### config.mk
export PLATFORM = sky130hd
export DESIGN_NAME = ahb_burst_master
export DESIGN_NICKNAME = d
export VERILOG_FILES = /design/src/rtl/ahb_burst_master.sv
export SDC_FILE = /design/constraint.sdc
export NUM_CORES = 1
export LEC_CHECK = 0
export ABC_AREA = 1
export CAP_MARGIN = 20
export CORE_MARGIN = 4
export CORE_UTILIZATION = 50
export CTS_BUF_LIST = sky130_fd_sc_hd__clkbuf_8
export CTS_CLUSTER_SIZE = 24
export DETAILED_ROUTE_END_ITERATION = 16
export PLACE_DENSITY = 0.89
export SLEW_MARGIN = 0
export SYNTH_ARGS = -nofsm -noshare
export SYNTH_HDL_FRONTEND = slang
export SYNTH_SLANG_ARGS = --single-unit
export TNS_END_PERCENT = 1
### constraint.sdc
create_clock -name clk -period 3.5 [get_ports clk]
set_clock_uncertainty 0.1 [all_clocks]
set_input_delay 0.7 -clock clk [delete_from_list [all_inputs] [get_ports clk]]
set_output_delay 0.7 -clock clk [all_outputs]
set_load 0.01 [all_outputs]
### src/rtl/ahb_burst_master.sv
// AHB-Lite INCR burst master: one command -> one pipelined burst; done/err one cycle after final data phase.
// Backpressure: cmd accepted only in IDLE; write beats stall the bus with BUSY; read beats are never stalled.
module ahb_burst_master #(
    parameter int DW     = 32,
    parameter int MAXLEN = 16
) (
    input  logic          clk,
    input  logic          rst,
    input  logic          cmd_valid,
    output logic          cmd_ready,
    input  logic          cmd_write,
    input  logic [31:0]   cmd_addr,
    input  logic [3:0]    cmd_len,
    input  logic [2:0]    cmd_size,
    input  logic          wd_valid,
    output logic          wd_ready,
    input  logic [DW-1:0] wd_data,
    output logic          rd_valid,
    output logic [DW-1:0] rd_data,
    output logic          rd_last,
    output logic          done,
    output logic          err,
    output logic          hsel,
    output logic [1:0]    htrans,
    output logic [2:0]    hburst,
    output logic [2:0]    hsize,
    output logic          hwrite,
    output logic [31:0]   haddr,
    output logic [DW-1:0] hwdata,
    input  logic          hreadyin,
    input  logic          hresp,
    input  logic [DW-1:0] hrdata
);

    typedef enum logic [1:0] {IDLE, BURST, DRAIN, ERR} state_t;

    localparam logic [1:0] HT_IDLE   = 2'b00;
    localparam logic [1:0] HT_BUSY   = 2'b01;
    localparam logic [1:0] HT_NONSEQ = 2'b10;
    localparam logic [1:0] HT_SEQ    = 2'b11;

    state_t      state, state_nxt;
    logic [3:0]  len_r;
    logic [4:0]  a_cnt;
    logic        dp_vld;
    logic        dp_last;
    logic        cmd_acc;
    logic        bad_cmd;
    logic        first_beat;
    logic        last_addr;
    logic        addr_acc;
    logic        in_xfer;
    logic        err_hit;
    logic [31:0] nbytes;
    logic [31:0] last_byte;
    logic [2:0]  burst_code;

    assign cmd_ready = (state == IDLE) && !rst;
    assign cmd_acc   = cmd_valid && cmd_ready;

    // A command whose span leaves its 1KB page, or that is not representable, never touches the bus.
    assign nbytes    = ({28'd0, cmd_len} + 32'd1) << cmd_size;
    assign last_byte = cmd_addr + nbytes - 32'd1;
    assign bad_cmd   = (last_byte[31:10] != cmd_addr[31:10])
                     || ((32'd8 << cmd_size) > 32'(DW))
                     || ({1'b0, cmd_len} >= 5'(MAXLEN));

    always_comb begin
        burst_code = 3'b001;
        case (cmd_len)
            4'd0:    burst_code = 3'b000;
            4'd3:    burst_code = 3'b011;
            4'd7:    burst_code = 3'b101;
            4'd15:   burst_code = 3'b111;
            default: burst_code = 3'b001;
        endcase
    end

    assign first_beat = (a_cnt == 5'd0);
    assign last_addr  = ((a_cnt + 5'd1) == ({1'b0, len_r} + 5'd1));

    // Write beats only go out with data in hand: IDLE before the first beat, BUSY between beats.
    always_comb begin
        htrans = HT_IDLE;
        if (state == BURST) begin
            if (hwrite && !wd_valid)
                htrans = first_beat ? HT_IDLE : HT_BUSY;
            else
                htrans = first_beat ? HT_NONSEQ : HT_SEQ;
        end
    end

    assign hsel     = (htrans != HT_IDLE);
    assign addr_acc = (state == BURST) && htrans[1] && hreadyin;
    assign in_xfer  = (state == BURST) || (state == DRAIN);
    assign err_hit  = in_xfer && hresp && !hreadyin;

    assign wd_ready = addr_acc && hwrite;
    assign rd_valid = in_xfer && dp_vld && !hwrite && hreadyin && !hresp;
    assign rd_data  = rd_valid ? hrdata : '0;
    assign rd_last  = rd_valid && dp_last;

    always_ff @(posedge clk or posedge rst) begin
        if (rst)
            state <= IDLE;
        else
            state <= state_nxt;
    end

    always_comb begin
        state_nxt = state;
        case (state)
            IDLE:  if (cmd_acc && !bad_cmd) state_nxt = BURST;
            BURST: begin
                if (err_hit)                    state_nxt = ERR;
                else if (addr_acc && last_addr) state_nxt = DRAIN;
            end
            DRAIN: begin
                if (err_hit)                    state_nxt = ERR;
                else if (dp_vld && hreadyin)    state_nxt = IDLE;
            end
            ERR:   if (hreadyin) state_nxt = IDLE;
            default: state_nxt = IDLE;
        endcase
    end

    always_ff @(posedge clk or posedge rst) begin
        if (rst) begin
            haddr   <= '0;
            hburst  <= '0;
            hsize   <= '0;
            hwrite  <= 1'b0;
            hwdata  <= '0;
            len_r   <= '0;
            a_cnt   <= '0;
            dp_vld  <= 1'b0;
            dp_last <= 1'b0;
            done    <= 1'b0;
            err     <= 1'b0;
        end else begin
            done <= 1'b0;
            err  <= 1'b0;
            if (cmd_acc) begin
                if (bad_cmd) begin
                    done <= 1'b1;
                    err  <= 1'b1;
                end else begin
                    haddr  <= cmd_addr;
                    hburst <= burst_code;
                    hsize  <= cmd_size;
                    hwrite <= cmd_write;
                    len_r  <= cmd_len;
                    a_cnt  <= '0;
                end
                dp_vld <= 1'b0;
            end else if (addr_acc) begin
                haddr   <= haddr + (32'd1 << hsize);
                a_cnt   <= a_cnt + 5'd1;
                dp_vld  <= 1'b1;
                dp_last <= last_addr;
                if (hwrite)
                    hwdata <= wd_data;
            end else if (dp_vld && hreadyin) begin
                dp_vld <= 1'b0;
            end
            if (state == DRAIN && dp_vld && hreadyin)
                done <= 1'b1;
            if (state == ERR && hreadyin) begin
                done <= 1'b1;
                err  <= 1'b1;
            end
        end
    end

endmodule

## Word-level counts from Yosys, hierarchy flattened

Cells that the tools add are included.

- Register bits after elaboration: 86
- Logic and storage cells: 102

- Add/subtract/negate cells: 6
- $lt $le $gt $ge: 1
- Equal/unequal tests: 13
- Shifts and indexed selects: 3
- Multiplexer cells: 27
- Bitwise logic cells: 2
- Reductions and logical operators: 38

Operator list:

| operator | number |
|---|---|
| $mux 32 | 4 |
| $add 32x32->32 | 2 |
| $gt 32x6->1 const B | 1 |
| $shl 1x3->32 const A | 1 |
| $shl 4x3->32 const A | 1 |
| $shl 5x3->32 | 1 |
| $sub 32x1->32 const B | 1 |
| $ne 22x22->1 | 1 |
| $logic_and 1x1->1 | 19 |
| $mux 2 | 8 |
| $mux 5 | 3 |
| $pmux 3 s4 | 1 |
| $add 4x1->5 const B | 2 |
| $mux 1 | 10 |
| $pmux 2 s4 | 1 |
| $logic_not 1->1 | 6 |
| $ne 3x2->1 const B | 2 |
| $reduce_and 2->1 | 3 |
| $add 5x1->5 const B | 1 |
| $eq 5x5->1 | 1 |
| $logic_not 5->1 | 1 |
| $eq 2x2->1 const B | 2 |
| $eq 4x2->1 const B | 1 |
| $eq 4x3->1 const B | 1 |
| other kinds (12) | 16 |

## Depth between registers and ports, before layout

- Depth in word-level cells: 10
- Mapped depth: 33
- Gate-level depth less buffers: 32

## Worst setup path before layout

Ideal clock, no wire load.

- Path kind: input to register
- Start: input port cmd_len[0]
- End: register haddr[8]
- Setup time: 0.117 ns
- Data arrival time: 3.826 ns
- Data required time: 3.283 ns
- Setup slack: -0.543 ns
- Stages: 28
- Buffers on the path: 1
- Cells stage by stage: ha_1 inv_1 nor3_1 o21ai_0 o21ai_0 nand2_1 ha_1 inv_1 ha_1 nand2_1 nor2_2 inv_2 nor3_2 nand2_1 nand2_2 xor2_2 nand2_1 nor2_1 nand2_1 nor2_1 nand3_1 nor2_1 nand3_2 nand2_4 inv_4 buf_6 nand2_1 nand2_1

- Longest elaborated chain between the ends: 8

Ends and longest elaborated chain:

| item | RTL line | text |
|---|---|---|
| from (decl) | 13 | `input logic [3:0] cmd_len,` |
| $add 4x1->5 | 62 | `assign nbytes = ({28'd0, cmd_len} + 32'd1) << cmd_size;` |
| $shl 5x3->32 | 62 |  |
| $add 32x32->32 | 63 | `assign last_byte = cmd_addr + nbytes - 32'd1;` |
| $sub 32x1->32 | 63 |  |
| $ne 22x22->1 | 64 | `assign bad_cmd = (last_byte[31:10] != cmd_addr[31:10])` |
| $logic_or 1x1->1 | 65 | `\|\| ((32'd8 << cmd_size) > 32'(DW))` |
| $ne 2x2->1 (no line) | n/a |  |
| $reduce_and 2->1 (no line) | n/a |  |
| to (signal assigned) | 148 | `haddr <= cmd_addr;` |
| to (signal assigned) | 157 | `haddr <= haddr + (32'd1 << hsize);` |
| to (decl) | 28 | `output logic [31:0] haddr,` |

No other way between the ends.
A chain may end at the register's enable or synchronous reset.

## Worst setup path after layout

- Start: input port cmd_len[1]
- End: register len_r[1]

- Longest elaborated chain between the ends: 8

Ends and longest elaborated chain:

| item | RTL line | text |
|---|---|---|
| $add 4x1->5 | 62 |  |
| $shl 5x3->32 | 62 |  |
| $add 32x32->32 | 63 |  |
| $sub 32x1->32 | 63 |  |
| $ne 22x22->1 | 64 |  |
| $logic_or 1x1->1 | 65 |  |
| $not 1->1 (no line) | n/a |  |
| $reduce_and 2->1 (no line) | n/a |  |
| to (signal assigned) | 152 | `len_r <= cmd_len;` |
| to (decl) | 43 | `logic [3:0] len_r;` |

Several ways; a longest one is shown, not always the timed one.

==> out/qor.csv <==
metric,value,unit
initial_core_util,0.514,
place_hpwl,24.3,mm
fp.dieH,134,microns
wl_per_cell,17.4,microns
place.gp.congestion,0.957,
design_area,0.0122,sq mm
antenna_found_initial,4,
finalCritPeriodShare,1.23,
clock_path_buffers,2,
rsz0062_at_grt,true,
peakVddDrop,0.291,mV
path_clk_slew,0.10,ns
synth_top_area_frac,0.272,
synth_top_area_cell,dfrtp_1,
clkLatencyLatePin,0.37,ns
die_area,0.0179,sq mm
ys_ff_latch,86,
final_cell_mix,"nand2_1 (299), clkdlybuf4s50_1 (215), inv_1 (191)",
cts_tree,built,
routed_via_density,5.39,
worst_ep_arrival_time,4.49,ns
netlist_area,0.00791,sq mm
synth_compound_area_frac,0.114,
fp.dieW,134,microns
holdWs,0.405,ns
ys_async_sr_fraction,1.00,
cts_root_buf,clkbuf_8,
r2r_end,haddr[22]$_DFFE_PP0P_,
grt_pass1_vias,9186,
power_density,484,mW/mm^2
ios,222,
nets,1736,
grtUsageMet1,0.366,
drv_cap,0,
slowest_delay,0.33,ns
crit_start,cmd_len[1],
synth_xor_area_frac,0.0503,
power,5.90,mW
core,0.0154,sq mm
grt_start_max_net_pins,73,
syn_inst,1201,
cts_made_buffers,9,
path_max_fanout,4,
hold_path_class,register to register,
ant_nets,0,
reg2reg_slack,-0.16,ns
grt_use_met2,0.606,
setup_tns,-35.50,ns
violations,negative setup slack,
fin_util,0.794,
drive_above_1_share,0.199,
wl,31.1,mm
start_kind,primary input,
clock_sinks,86,
route.vias.total,9634,
synth_nets,1370,
hold_viol,0,
grt_pass1_wl,46.5,mm
setup_viol,52,
grt_use_total,0.323,
busiest_layer,met2,
path_common_cell,buf_4,
worst-slew-pin-transition,0.595,ns
fin_cells,1787,
reg2regPathDepth,21,
rows,45,
endpoint,len_r[1]$_DFFE_PP0P_,
ys_seq_area_frac,0.272,
placed_cells,1757,
worst_ep_required_time,3.68,ns
met3_usage,0.0566,
outcome,"finished, violations left",
drv_slew,0,
syn_avg_cell_area,6.58,sq um
ys_types,46,
first_pass_iters,5,
syn2layout_area_growth,54.3,%
synth_top_family_by_area,simple AND/OR/NAND/NOR gates,
synth_fa_ha_area_frac,0.0943,
r2r-start,hsize[0]$_DFFE_PP0P_,
critPathCaptureType,register,
timing.fmax,232,MHz
critPathKind,primary input to register,
place_area,0.0115,sq mm
fin_ws,-0.815,ns
drc_errors,0,
muxShareOfSynthArea,0.0456,
max_slew_margin,0.600,
leakage,5.98,nW
pre_cts_ws,-1.57,ns
synth-main-ff-cell,dfrtp_1,
drt_iter0_drc,776,
cp_slowest_cell,ha_2,
synth_simple_gate_area_frac,0.309,
portBuffers,221,
final_common_cell,nand2_1,
yosysWarnings,0,
synth-edff-count,0,
cts.htree.levels,3,
yosys-top-cells-area,"dfrtp_1 (27%), nand2_1 (15%), inv_1 (9.4%), ha_1 (9.2%), nor2_1 (6.1%)",
period_minus_slack,4.32,ns
overflow,0,
[cells in the mapped netlist (2+ instances only)]
library cell / n
or2_2: 6
nand2_2: 3
xor2_1: 30
o21bai_1: 2
nand3_1: 75
nor3_1: 29
dfrtp_1: 86
nand4_1: 13
o21a_1: 2
o211ai_1: 2
a21boi_0: 2
a31oi_1: 2
a21oi_1: 60
nand3b_1: 4
o31ai_1: 2
ha_1: 58
inv_1: 199
nor2_1: 128
o21ai_1: 10
inv_4: 2
o22ai_1: 5
nor3_2: 2
buf_6: 5
buf_4: 2
nor4_1: 4
o21ai_0: 78
xnor2_1: 11
clkbuf_1: 12
nand2_1: 315
mux2_2: 32
buf_2: 5
[layout make-up]
cell class                 count  area, sq um
sequential                    86         2150
inverter                     202          767
clock inverter                 7         62.6
timing repair buffer         378         3510
tap                          211          264
fill                        1070         3170
multi-input combinational    890         5300
clock buffer                   9          124
antenna                        4         10.0
[cell families (layout without fill, tap and decap cells)]
logic type      count (synthesis)  in the layout
simple gates                  585            586
buf+inv                       226            596
compound gates                170            170
flops                          86             86
fa+ha+maj                      59             59
xor+xnor                       43             43
mux                            32             32
other cells                     0              4
[routing by layer]
| metal | share of wire | up-vias |
|---|---|---|
| li1 | - | 4590 |
| met2 | 0.52 | 483 |
| met3 | 0.075 | 97 |
| met4 | 0.037 | 0 |
| met5 | 0 | - |
| met1 | 0.37 | 4464 |
[registers in the layout (all words and copies together) (netlist names)]
register,cells
a_cnt,5
hburst,3
haddr,32
hsize,3
hwrite,1
err,1
hwdata,32
dp_vld,1
len_r,4
state,2
dp_last,1
done,1
[power breakdown]
group          internal (mW)  total, mW  switching (mW)
combinational           1.73       3.45            1.73
clock                  0.274      0.679           0.405
sequential              1.39       1.77           0.378
total                   3.39       5.90            2.51
[how the worst min path moves through the flow]
stage,startpoint,to,cells after the start
2_1_floorplan,dp_last$_DFFE_PP0P_,dp_last$_DFFE_PP0P_,2
3_3_place_gp,hburst[2]$_DFFE_PP0P_,hburst[2]$_DFFE_PP0P_,2
3_5_place_dp,dp_last$_DFFE_PP0P_,dp_last$_DFFE_PP0P_,2
4_1_cts,dp_last$_DFFE_PP0P_,dp_last$_DFFE_PP0P_,2
5_1_grt,hwdata[0]$_DFFE_PP0P_,hwdata[0]$_DFFE_PP0P_,1
6_report,dp_last$_DFFE_PP0P_,dp_last$_DFFE_PP0P_,2
[critical path: cells and delay by family]
kind                       cells  cell delay (ns)
AOI/OAI and AO/OA              4             0.55
adders and majority gates      3             0.80
buffers and inverters          9             0.97
and+or+nand+nor               13             1.45
[timing repair]
item | CTS | global route
resized for setup | 72 | 59
hold buffers | 0 | 0
endpoints found under the hold margin | 0 | 0
buffers inserted | 5 | 1
endpoints found under the setup margin | 80 | 84
pin swaps | 23 | 27
gates cloned | 0 | 4
Note: power is estimated with default switching activity, not from simulation.
